### src/rtl/mem_port_arbiter_pkg.sv
// Shared types and constants for the fetch/data memory port arbiter.
package mem_port_arbiter_pkg;

    typedef enum logic [1:0] {
        ARB_IDLE  = 2'd0,
        ARB_GNT_I = 2'd1,
        ARB_GNT_D = 2'd2
    } arb_state_e;

    localparam int          DMT_W          = 3;
    localparam logic [2:0]  DMT_BYTE       = 3'b000;
    localparam logic [2:0]  DMT_HALF       = 3'b001;
    localparam logic [2:0]  DMT_WORD       = 3'b010;
    localparam logic [31:0] ARB_ABORT_DATA = 32'hDEADBEEF;

endpackage

### src/rtl/mem_port_arbiter_if.sv
// Fetch port, data port and memory bus of the arbiter in one bundle.
interface mem_port_arbiter_if #(
    parameter int ADDR_W = 32,
    parameter int DATA_W = 32
);
    import mem_port_arbiter_pkg::*;

    logic              i_req;
    logic [ADDR_W-1:0] i_addr;
    logic [DATA_W-1:0] i_rdata;
    logic              i_ready;

    logic              d_req;
    logic              d_we;
    logic [ADDR_W-1:0] d_addr;
    logic [DATA_W-1:0] d_wdata;
    logic [DMT_W-1:0]  d_type;
    logic [DATA_W-1:0] d_rdata;
    logic              d_ready;

    logic              m_req;
    logic              m_we;
    logic [ADDR_W-1:0] m_addr;
    logic [DATA_W-1:0] m_wdata;
    logic [DMT_W-1:0]  m_type;
    logic [DATA_W-1:0] m_rdata;
    logic              m_ack;

    logic              err;

    modport master (
        input  i_req, i_addr, d_req, d_we, d_addr, d_wdata, d_type, m_rdata, m_ack,
        output i_rdata, i_ready, d_rdata, d_ready, m_req, m_we, m_addr, m_wdata, m_type, err
    );

    modport slave (
        output i_req, i_addr, d_req, d_we, d_addr, d_wdata, d_type, m_rdata, m_ack,
        input  i_rdata, i_ready, d_rdata, d_ready, m_req, m_we, m_addr, m_wdata, m_type, err
    );

endinterface

### src/rtl/mem_arb_watchdog.sv
// Grant watchdog: counts silent grant cycles, flags the TIMEOUT-th one.
// Combinational timeout from registered count; no backpressure.
module mem_arb_watchdog
    import mem_port_arbiter_pkg::*;
#(
    parameter int TIMEOUT = 255
) (
    input  logic clk,
    input  logic reset,
    input  logic clr,
    input  logic en,
    output logic timeout
);
    localparam int WD_W = $clog2(TIMEOUT + 1);

    logic [WD_W-1:0] wd_cnt_q, wd_cnt_d;

    always_comb begin
        wd_cnt_d = wd_cnt_q;
        if (clr) begin
            wd_cnt_d = '0;
        end else if (en) begin
            wd_cnt_d = wd_cnt_q + WD_W'(1);
        end
    end

    always_ff @(posedge clk) begin
        if (reset) begin
            wd_cnt_q <= '0;
        end else begin
            wd_cnt_q <= wd_cnt_d;
        end
    end

    // Fires on the cycle whose increment would reach TIMEOUT; an m_ack that cycle masks en.
    assign timeout = en && (wd_cnt_q == WD_W'(TIMEOUT - 1));

endmodule

### src/rtl/mem_port_arbiter.sv
// Shares one memory bus between fetch and data ports; data wins unless fetch is starved.
// Request to ready >= 2 cycles, one outstanding access; requesters stall on ~x_ready.
module mem_port_arbiter
    import mem_port_arbiter_pkg::*;
#(
    parameter int ADDR_W     = 32,
    parameter int DATA_W     = 32,
    parameter int STARVE_MAX = 4,
    parameter int TIMEOUT    = 255
) (
    input  logic               clk,
    input  logic               reset,
    mem_port_arbiter_if.master bus
);
    localparam int SC_W = $clog2(STARVE_MAX + 1);

    arb_state_e        state_q, state_d;
    logic [SC_W-1:0]   starve_cnt_q, starve_cnt_d;
    logic              m_req_q, m_req_d;
    logic              m_we_q, m_we_d;
    logic [ADDR_W-1:0] m_addr_q, m_addr_d;
    logic [DATA_W-1:0] m_wdata_q, m_wdata_d;
    logic [DMT_W-1:0]  m_type_q, m_type_d;
    logic [DATA_W-1:0] i_rdata_q, i_rdata_d;
    logic              i_ready_q, i_ready_d;
    logic [DATA_W-1:0] d_rdata_q, d_rdata_d;
    logic              d_ready_q, d_ready_d;
    logic              err_q, err_d;

    logic              starved, grant_i, grant_d, in_gnt, timeout, done;
    logic [DATA_W-1:0] resp_data;

    // A port pulsing ready is masked, but the raw d_req still holds off a non-starved fetch.
    assign starved   = (starve_cnt_q == SC_W'(STARVE_MAX));
    assign grant_i   = (state_q == ARB_IDLE) && bus.i_req && !i_ready_q && (!bus.d_req || starved);
    assign grant_d   = (state_q == ARB_IDLE) && !grant_i && bus.d_req && !d_ready_q;
    assign in_gnt    = (state_q != ARB_IDLE);
    assign done      = in_gnt && (bus.m_ack || timeout);
    assign resp_data = bus.m_ack ? bus.m_rdata : DATA_W'(ARB_ABORT_DATA);

    mem_arb_watchdog #(.TIMEOUT(TIMEOUT)) u_watchdog (
        .clk     (clk),
        .reset   (reset),
        .clr     (grant_i || grant_d),
        .en      (in_gnt && !bus.m_ack),
        .timeout (timeout)
    );

    always_comb begin
        state_d      = state_q;
        starve_cnt_d = starve_cnt_q;
        m_req_d      = m_req_q;
        m_we_d       = m_we_q;
        m_addr_d     = m_addr_q;
        m_wdata_d    = m_wdata_q;
        m_type_d     = m_type_q;
        i_rdata_d    = i_rdata_q;
        i_ready_d    = 1'b0;
        d_rdata_d    = d_rdata_q;
        d_ready_d    = 1'b0;
        err_d        = err_q;

        unique case (state_q)
            ARB_IDLE: begin
                if (grant_i) begin
                    state_d      = ARB_GNT_I;
                    starve_cnt_d = '0;
                    m_req_d      = 1'b1;
                    m_we_d       = 1'b0;
                    m_addr_d     = bus.i_addr;
                    m_wdata_d    = '0;
                    m_type_d     = DMT_WORD;
                end else if (grant_d) begin
                    state_d   = ARB_GNT_D;
                    m_req_d   = 1'b1;
                    m_we_d    = bus.d_we;
                    m_addr_d  = bus.d_addr;
                    m_wdata_d = bus.d_wdata;
                    m_type_d  = bus.d_type;
                    if (!bus.i_req) begin
                        starve_cnt_d = '0;
                    end else if (!starved) begin
                        starve_cnt_d = starve_cnt_q + SC_W'(1);
                    end
                end
            end
            ARB_GNT_I: begin
                if (done) begin
                    i_rdata_d = resp_data;
                    i_ready_d = 1'b1;
                end
            end
            ARB_GNT_D: begin
                if (done) begin
                    // Completed stores keep the last load result; aborts always report the marker.
                    if (!bus.m_ack || !m_we_q) begin
                        d_rdata_d = resp_data;
                    end
                    d_ready_d = 1'b1;
                end
            end
            default: begin
                state_d = ARB_IDLE;
            end
        endcase

        if (done) begin
            m_req_d = 1'b0;
            state_d = ARB_IDLE;
            if (!bus.m_ack) begin
                err_d = 1'b1;
            end
        end
    end

    always_ff @(posedge clk) begin
        if (reset) begin
            state_q      <= ARB_IDLE;
            starve_cnt_q <= '0;
            m_req_q      <= 1'b0;
            m_we_q       <= 1'b0;
            m_addr_q     <= '0;
            m_wdata_q    <= '0;
            m_type_q     <= '0;
            i_rdata_q    <= '0;
            i_ready_q    <= 1'b0;
            d_rdata_q    <= '0;
            d_ready_q    <= 1'b0;
            err_q        <= 1'b0;
        end else begin
            state_q      <= state_d;
            starve_cnt_q <= starve_cnt_d;
            m_req_q      <= m_req_d;
            m_we_q       <= m_we_d;
            m_addr_q     <= m_addr_d;
            m_wdata_q    <= m_wdata_d;
            m_type_q     <= m_type_d;
            i_rdata_q    <= i_rdata_d;
            i_ready_q    <= i_ready_d;
            d_rdata_q    <= d_rdata_d;
            d_ready_q    <= d_ready_d;
            err_q        <= err_d;
        end
    end

    assign bus.m_req   = m_req_q;
    assign bus.m_we    = m_we_q;
    assign bus.m_addr  = m_addr_q;
    assign bus.m_wdata = m_wdata_q;
    assign bus.m_type  = m_type_q;
    assign bus.i_rdata = i_rdata_q;
    assign bus.i_ready = i_ready_q;
    assign bus.d_rdata = d_rdata_q;
    assign bus.d_ready = d_ready_q;
    assign bus.err     = err_q;

endmodule

### src/flat_wrapper.sv
// flat-port wrapper written by rule: the top's interface ports become plain ports
module mem_port_arbiter_flat import mem_port_arbiter_pkg::*;
#(
    parameter int ADDR_W     = 32,
    parameter int DATA_W     = 32,
    parameter int STARVE_MAX = 4,
    parameter int TIMEOUT    = 255
)
  (clk, reset, bus_i_req, bus_i_addr, bus_d_req, bus_d_we, bus_d_addr, bus_d_wdata, bus_d_type, bus_m_rdata, bus_m_ack, bus_i_rdata, bus_i_ready, bus_d_rdata, bus_d_ready, bus_m_req, bus_m_we, bus_m_addr, bus_m_wdata, bus_m_type, bus_err);
  mem_port_arbiter_if #(.ADDR_W(ADDR_W), .DATA_W(DATA_W)) bus_i ();
  input  logic clk;
  input  logic reset;
  input wire logic [$bits(bus_i.i_req)-1:0] bus_i_req;
  input wire logic [$bits(bus_i.i_addr)-1:0] bus_i_addr;
  input wire logic [$bits(bus_i.d_req)-1:0] bus_d_req;
  input wire logic [$bits(bus_i.d_we)-1:0] bus_d_we;
  input wire logic [$bits(bus_i.d_addr)-1:0] bus_d_addr;
  input wire logic [$bits(bus_i.d_wdata)-1:0] bus_d_wdata;
  input wire logic [$bits(bus_i.d_type)-1:0] bus_d_type;
  input wire logic [$bits(bus_i.m_rdata)-1:0] bus_m_rdata;
  input wire logic [$bits(bus_i.m_ack)-1:0] bus_m_ack;
  output wire logic [$bits(bus_i.i_rdata)-1:0] bus_i_rdata;
  output wire logic [$bits(bus_i.i_ready)-1:0] bus_i_ready;
  output wire logic [$bits(bus_i.d_rdata)-1:0] bus_d_rdata;
  output wire logic [$bits(bus_i.d_ready)-1:0] bus_d_ready;
  output wire logic [$bits(bus_i.m_req)-1:0] bus_m_req;
  output wire logic [$bits(bus_i.m_we)-1:0] bus_m_we;
  output wire logic [$bits(bus_i.m_addr)-1:0] bus_m_addr;
  output wire logic [$bits(bus_i.m_wdata)-1:0] bus_m_wdata;
  output wire logic [$bits(bus_i.m_type)-1:0] bus_m_type;
  output wire logic [$bits(bus_i.err)-1:0] bus_err;
  assign bus_i.i_req = bus_i_req;
  assign bus_i.i_addr = bus_i_addr;
  assign bus_i.d_req = bus_d_req;
  assign bus_i.d_we = bus_d_we;
  assign bus_i.d_addr = bus_d_addr;
  assign bus_i.d_wdata = bus_d_wdata;
  assign bus_i.d_type = bus_d_type;
  assign bus_i.m_rdata = bus_m_rdata;
  assign bus_i.m_ack = bus_m_ack;
  assign bus_i_rdata = bus_i.i_rdata;
  assign bus_i_ready = bus_i.i_ready;
  assign bus_d_rdata = bus_i.d_rdata;
  assign bus_d_ready = bus_i.d_ready;
  assign bus_m_req = bus_i.m_req;
  assign bus_m_we = bus_i.m_we;
  assign bus_m_addr = bus_i.m_addr;
  assign bus_m_wdata = bus_i.m_wdata;
  assign bus_m_type = bus_i.m_type;
  assign bus_err = bus_i.err;
  mem_port_arbiter #(.ADDR_W(ADDR_W), .DATA_W(DATA_W), .STARVE_MAX(STARVE_MAX), .TIMEOUT(TIMEOUT)) u_core (.clk(clk), .reset(reset), .bus(bus_i));
endmodule
### config.mk
export PLATFORM = sky130hd
export DESIGN_NAME = mem_port_arbiter_flat
export DESIGN_NICKNAME = d
export VERILOG_FILES = /design/src/rtl/mem_port_arbiter_pkg.sv /design/src/rtl/mem_port_arbiter_if.sv /design/src/rtl/mem_arb_watchdog.sv /design/src/rtl/mem_port_arbiter.sv /design/src/flat_wrapper.sv
export SDC_FILE = /design/constraint.sdc
export NUM_CORES = 1
export LEC_CHECK = 0
export CORE_MARGIN = 5
export CORE_UTILIZATION = 41
export CTS_BUF_LIST = sky130_fd_sc_hd__clkbuf_16
export DETAILED_ROUTE_END_ITERATION = 8
export GPL_ROUTABILITY_DRIVEN = 0
export PLACE_DENSITY = 0.82
export SYNTH_ARGS = -nofsm -noshare
export SYNTH_HDL_FRONTEND = slang
export SYNTH_SLANG_ARGS = --single-unit
### constraint.sdc
create_clock -name clk -period 2.23 [get_ports clk]
set_input_delay 0.223 -clock clk [delete_from_list [all_inputs] [get_ports clk]]
set_output_delay 0.223 -clock clk [all_outputs]
set_load 0.02 [all_outputs]
### Word level (Yosys, flattened, before mapping)

Index checks and enable logic that the tools add are counted.

| storage, ports and cells | value |
|---|---|
| register bits after elaboration | 149 |
| bits in latches | 0 |
| bits in writable memories | 0 |
| ROM bits | 0 |
| output and inout port bits | 136 |
| memories | 0 |

| operators by class | value |
|---|---|
| add/subtract/negate cells | 2 |
| multiply operators | 0 |
| div/mod/pow operators | 0 |
| $lt $le $gt $ge | 0 |
| equal/unequal tests | 6 |
| shift-type cells | 0 |
| muxes and demuxes | 19 |
| bitwise logic cells | 4 |
| reductions and logical operators | 33 |

Operator list:

| kind | number |
|---|---|
| 32-bit 2-to-1 mux | 5 |
| 3-bit 2-to-1 mux | 6 |
| 2-bit OR reduction | 5 |
| 1-bit logical AND | 9 |
| 8-bit by 1-bit adder with 8-bit output, second input constant | 1 |
| 8-bit == test, second input constant | 1 |
| 2-bit AND reduction | 4 |
| 1-bit zero test | 6 |
| 3-bit AND reduction | 2 |
| 1-bit 2-to-1 mux | 5 |
| 1-bit logical OR | 4 |
| 2-bit 2-to-1 mux | 2 |
| 1-bit NOT | 4 |
| 2-bit case mux with 2 select lines | 1 |
| 2-bit nonzero test | 2 |
| 3-bit by 1-bit adder with 3-bit output, second input constant | 1 |
| 3-bit == test, second input constant | 1 |
| 3-bit by 1-bit inequality test with 1-bit output, second input constant | 1 |
| 3-bit inequality test, second input constant | 1 |
| 2-bit by 1-bit == test with 1-bit output, second input constant | 1 |
| 2-bit == test, second input constant | 1 |
| 2-bit zero test | 1 |

### Logic depth before layout (Yosys ltp)

| depth | value |
|---|---|
| depth in word-level cells | 11 |
| gate-level depth with buffers | 9 |

### Hierarchy

A second synthesis with hierarchy kept.

| unflattened totals | value |
|---|---|
| cell total of the unflattened synthesis | 693 |
| area total of the unflattened synthesis | 6009.5 um^2 |

Modules (own cells, without submodules):

| module | times used | cells each | area an instance (um^2) | sequential area each (um^2) |
|---|---|---|---|---|
| mem_port_arbiter | 1 | 651 | 5631.7 | 2822.7 |
| mem_arb_watchdog | 1 | 42 | 377.9 | 160.2 |

### Worst setup path after synthesis

Ideal clock, no wire load.

| path | value |
|---|---|
| kind | reg2reg |
| start | reg u_core.u_watchdog.wd_cnt_q[0] |
| end | reg u_core.i_rdata_q[10] (netlist: u_core.bus.i_rdata[10]) |
| library setup time | 0.134 ns |
| arrival time | 1.529 ns |
| required time | 2.096 ns |
| slack | 0.566 ns |
| cell stages (with the launch flop) | 9 |
| path buffers | 2 |
| clock period less this slack | 1.664 ns |
| cells stage by stage | dfxtp_1 > inv_1 > ha_1 > and3_1 > a21oi_1 > nand2b_1 > clkbuf_1 > buf_2 > a211oi_1 |

| on the way | value |
|---|---|
| longest elaborated chain between the ends | 5 |

RTL lines:

| element | RTL line | RTL |
|---|---|---|
| start, declared | mem_arb_watchdog.sv:16 | `logic [WD_W-1:0] wd_cnt_q, wd_cnt_d;` |
| start signal, assigned | mem_arb_watchdog.sv:31 | `wd_cnt_q <= wd_cnt_d;` |
| 8-bit == test | mem_arb_watchdog.sv:36 | `assign timeout = en && (wd_cnt_q == WD_W'(TIMEOUT - 1));` |
| 1-bit logical AND | mem_arb_watchdog.sv:36 |  |
| 1-bit logical OR | mem_port_arbiter.sv:38 | `assign done = in_gnt && (bus.m_ack \|\| timeout);` |
| 1-bit logical AND | mem_port_arbiter.sv:38 |  |
| 2-bit AND reduction (no line) | -- |  |
| end signal, assigned | mem_port_arbiter.sv:138 | `i_rdata_q <= i_rdata_d;` |
| end, declared | mem_port_arbiter.sv:24 | `logic [DATA_W-1:0] i_rdata_q, i_rdata_d;` |

Every way passes these cells.
A chain may end at the register's enable or synchronous reset.

### Final worst setup path

| path | value |
|---|---|
| start | reg u_core.state_q[0] |
| end | reg u_core.u_watchdog.wd_cnt_q[1] |

| on the way | value |
|---|---|
| longest elaborated chain between the ends | 10 |

RTL lines:

| element | RTL line | RTL |
|---|---|---|
| start, declared | mem_port_arbiter.sv:17 | `arb_state_e state_q, state_d;` |
| start signal, assigned | mem_port_arbiter.sv:131 | `state_q <= state_d;` |
| 2-bit zero test | mem_port_arbiter.sv:35, mem_port_arbiter.sv:36 |  |
| 1-bit logical AND (3 in a row) | mem_port_arbiter.sv:35 | `assign grant_i = (state_q == ARB_IDLE) && bus.i_req && !i_ready_q && (!bus.d_req \|\| starved);` |
| 1-bit zero test | mem_port_arbiter.sv:36 | `assign grant_d = (state_q == ARB_IDLE) && !grant_i && bus.d_req && !d_ready_q;` |
| 1-bit logical AND (3 in a row) | mem_port_arbiter.sv:36 |  |
| 1-bit logical OR | mem_port_arbiter.sv:44 | `.clr (grant_i \|\| grant_d),` |
| 2-bit OR reduction (no line) | -- |  |

Several ways; a longest one is shown, not always the timed one.

==> flow_summary_export.csv <==
group,metric,value,unit
status,outcome,"finished clean",
cts,clkTransAtPathRegs,0.06,ns
floorplan,die_h,127,um
setup_path,crit_slowest_cell,"a211oi_4",
setup_path,path_class,"register to register",
setup_path,cp.arrival,2.35,ns
floorplan,ios,273,
setup_path,reg2reg_from,"u_core.state_q[0]",
floorplan,rows,42,
floorplan,initial_utilization,0.422,
cells_and_area,drive_above_1_share,0.0672,
cts,cts_buffers,17,
floorplan,dieArea,16200,um^2
setup_path,rr_worst_depth,7,
cts,cts_buffer_depth,2,
cells_and_area,seqCellArea,2980,um^2
setup_path,crit_path_max_incr_delay,0.47,ns
global_routing,grt-ovfl-total,0,
setup_path,reg2reg_to,"u_core.u_watchdog.wd_cnt_q[1]",
global_routing,antenna_found_initial,0,
synth,synth-seq-cells,149,
route,drtIter0Drc,461,
synth,synthCells,631,
timing,slew_viol_final,0,
setup_path,startpoint,"u_core.state_q[0]",
route,wl_per_cell,17.4,um
pwr,design_power_total,7870,uW
pwr,p_per_area,859,nW/um^2
synth,ys.flop_type,"dfxtp_1",
route,drc,0,
global_routing,grt_max_degree,51,
setup_path,crit_end,"u_core.u_watchdog.wd_cnt_q[1]",
synth,ys.warnings.count,0,
timing,finalCritPeriodShare,0.925,
setup_path,crit_required,2.52,ns
route,wl_met3,1.88,mm
route,vias_per_cell,5.19,
synth,async_reset_ff_frac,0,
timing,skew,0.00777,ns
synth,yosysUniqueCellTypes,38,
global_routing,grt_pass1_wl,29.1,mm
setup_path,worstPathMaxFanout,33,
synth,avgSynthCellArea,8.93,um^2
global_routing,first_global_vias,5620,
setup_path,path_cells,"inv_1, ha_1, nand2_1, a211oi_4, buf_6, or3_1, a211oi_1",
route,top_layer,"met4",
flow_run,maxCapViolations,0,
timing,tightest_slew,1.03,ns
route,vias,5631,
worst_hold_path,min_path_type,"input port to register",
cts,ctsRootBufferMaster,"clkbuf_16",
cts,post_cts_buffers,0,
placement,post-dp-hpwl,12.9,mm
route,drtPass1Iterations,4,
cells_and_area,post-route-util,0.686,
setup_path,r2r_setup_slack,0.17,ns
cells_and_area,n_antenna_cell,0,
synth,synth.cell_area,5630,um^2
cts,cts_tree,"built",
floorplan,die_w,127,um
setup_path,start_kind,"register",
route,route.antenna.remaining_nets,0,
route,drt-met1-wl,7.63,mm
timing,timing.fmax,485,MHz
cells_and_area,syn_to_final_growth,62.6,%
cells_and_area,fin_nets,1039,
timing,setup_viol,0,
synth,synth_edf_count,0,
cts,clock-sinks,149,
cts,cts.htree.levels,4,
synth,syn-num-nets,775,
cells_and_area,fillCellCount,1043,
timing,hold_viol,0,
timing,maxSlewHeadroom,0.307,
pwr,p_leak,0.00339,uW
pwr,vdd_drop_max,0.000517,V
timing,min_period,2.06,ns
cells_and_area,multi_input_area,2370,um^2
setup_path,cp-end-kind,"register",
cts,clock_latency,0.42,ns
global_routing,grt_use_total,0.224,
route,routed_wl,18.9,mm
floorplan,core,13300,um^2
route,wl_met2,9.15,mm
placement,io_buffers,272,
synth,ys_seq_area_frac,0.530,
## report_power, final
group | internal [uW] | switching, uW
Clock | 1770 | 1150
Sequential | 2910 | 127
Combinational | 901 | 1010
Total | 5580 | 2290
## layer usage
metal / global-route usage / up-vias
met5: 0 / -
met4: 0.0700 / 0
met3: 0.0985 / 22
met2: 0.374 / 221
met1: 0.261 / 2649
li1: - / 2739
## cell usage in the layout (no fill, tap or decap), types with 2 or more instances in the layout
cell type        instances
clkbuf_16               17
a31oi_1                  2
dfxtp_1                149
and3_1                   2
xnor2_1                  2
nor3_4                   2
a22o_1                  43
clkinv_4                 7
o21ai_0                  8
xor2_1                   5
nand2_1                 50
nor3_1                  29
nor2_1                  94
nand3_1                  2
nand4_1                  5
clkinv_1                 2
ha_1                     7
a21oi_1                 71
clkdlybuf4s50_1        271
nor3_2                   3
inv_1                   30
buf_4                   20
bufinv_16                3
nand2b_1                 7
a211oi_1                56
## critical path: cells and delay by family (launching register included)
kind	cells	cell delay [ns]
DFF	1	0.31
adders and majority gates	1	0.20
and+or+nand+nor	2	0.44
AOI/OAI and AO/OA	2	0.55
buffers and inverters	2	0.44
## how the worst min path moves through the flow
| stage | startpoint | to | slack [ns] | cells past startpoint |
|---|---|---|---|---|
| after floorplan | bus_d_type[0] | u_core.bus.m_type[0] | 0.35 | 1 |
| after global placement | u_core.bus.i_rdata[9] | u_core.bus.i_rdata[9] | 0.44 | 2 |
| after detailed placement | u_core.bus.i_rdata[27] | u_core.bus.i_rdata[27] | 0.44 | 2 |
| after CTS | reset | u_core.bus.m_addr[2] | 0.08 | 2 |
| after global routing | reset | u_core.bus.m_addr[2] | 0.10 | 2 |
| final | reset | u_core.bus.m_addr[2] | 0.11 | 2 |
## state kept, by name (all words and copies together), names as in the netlist
| signal | cells |
|---|---|
| u_core.bus.d_rdata | 32 |
| u_core.bus.i_rdata | 32 |
| u_core.bus.m_addr | 32 |
| u_core.bus.m_wdata | 32 |
| u_core.u_watchdog.wd_cnt_q | 8 |
| u_core.bus.m_type | 3 |
| u_core.starve_cnt_q | 3 |
| u_core.state_q | 2 |
| u_core.bus.d_ready | 1 |
| u_core.bus.err | 1 |
| u_core.bus.i_ready | 1 |
| u_core.bus.m_req | 1 |
| u_core.bus.m_we | 1 |
## synth_stat cells, types with 5 or more instances
library cell,instances,area [um^2]
nand4_1,5,31.3
nor3_1,29,145
nand2b_1,7,43.8
ha_1,7,87.6
a211oi_1,56,420
xor2_1,5,43.8
clkbuf_1,26,97.6
a21oi_1,71,355
buf_2,20,100
nor2_1,94,353
o21ai_0,8,40.0
a22o_1,43,377
inv_1,29,109
dfxtp_1,149,2980
nand2_1,50,188
## final cells by class
class / instances / area share
Tap cell: 176 / 0.0240
Multi-Input combinational cell: 406 / 0.258
Timing Repair Buffer: 292 / 0.314
Sequential cell: 149 / 0.326
Clock inverter: 15 / 0.0199
Inverter: 29 / 0.0119
Clock buffer: 17 / 0.0464
## kinds of logic after synthesis
family | after synthesis | synth area share
fa+ha+maj | 7 | 0.0155
flops | 149 | 0.530
compound gates | 185 | 0.225
xor+xnor | 7 | 0.0109
buf+inv | 78 | 0.0564
simple gates | 205 | 0.162
## stage by stage
step                  TNS, ns  instances  cell area [um^2]  setup slack [ns]  hold WS, ns
finish                      0       1084              9160             0.166        0.106
global route        -0.000195       1084              9160         -0.000195        0.100
CTS                         0       1083              9150           0.00404       0.0809
detailed placement     -0.992       1050              8530            -0.150        0.444
global placement       -0.686       1050              8530            -0.106        0.438
floorplan                   0        631              5630             0.566        0.349
## what timing repair did
action	4_1_cts	5_1_grt
pin swaps	1	1
gates cloned	1	1
gates resized for setup	0	1
hold buffers	0	0
hold endpoints to repair	0	0
endpoints found under the setup margin	6	17
Note: power is estimated with default switching activity, not from simulation.
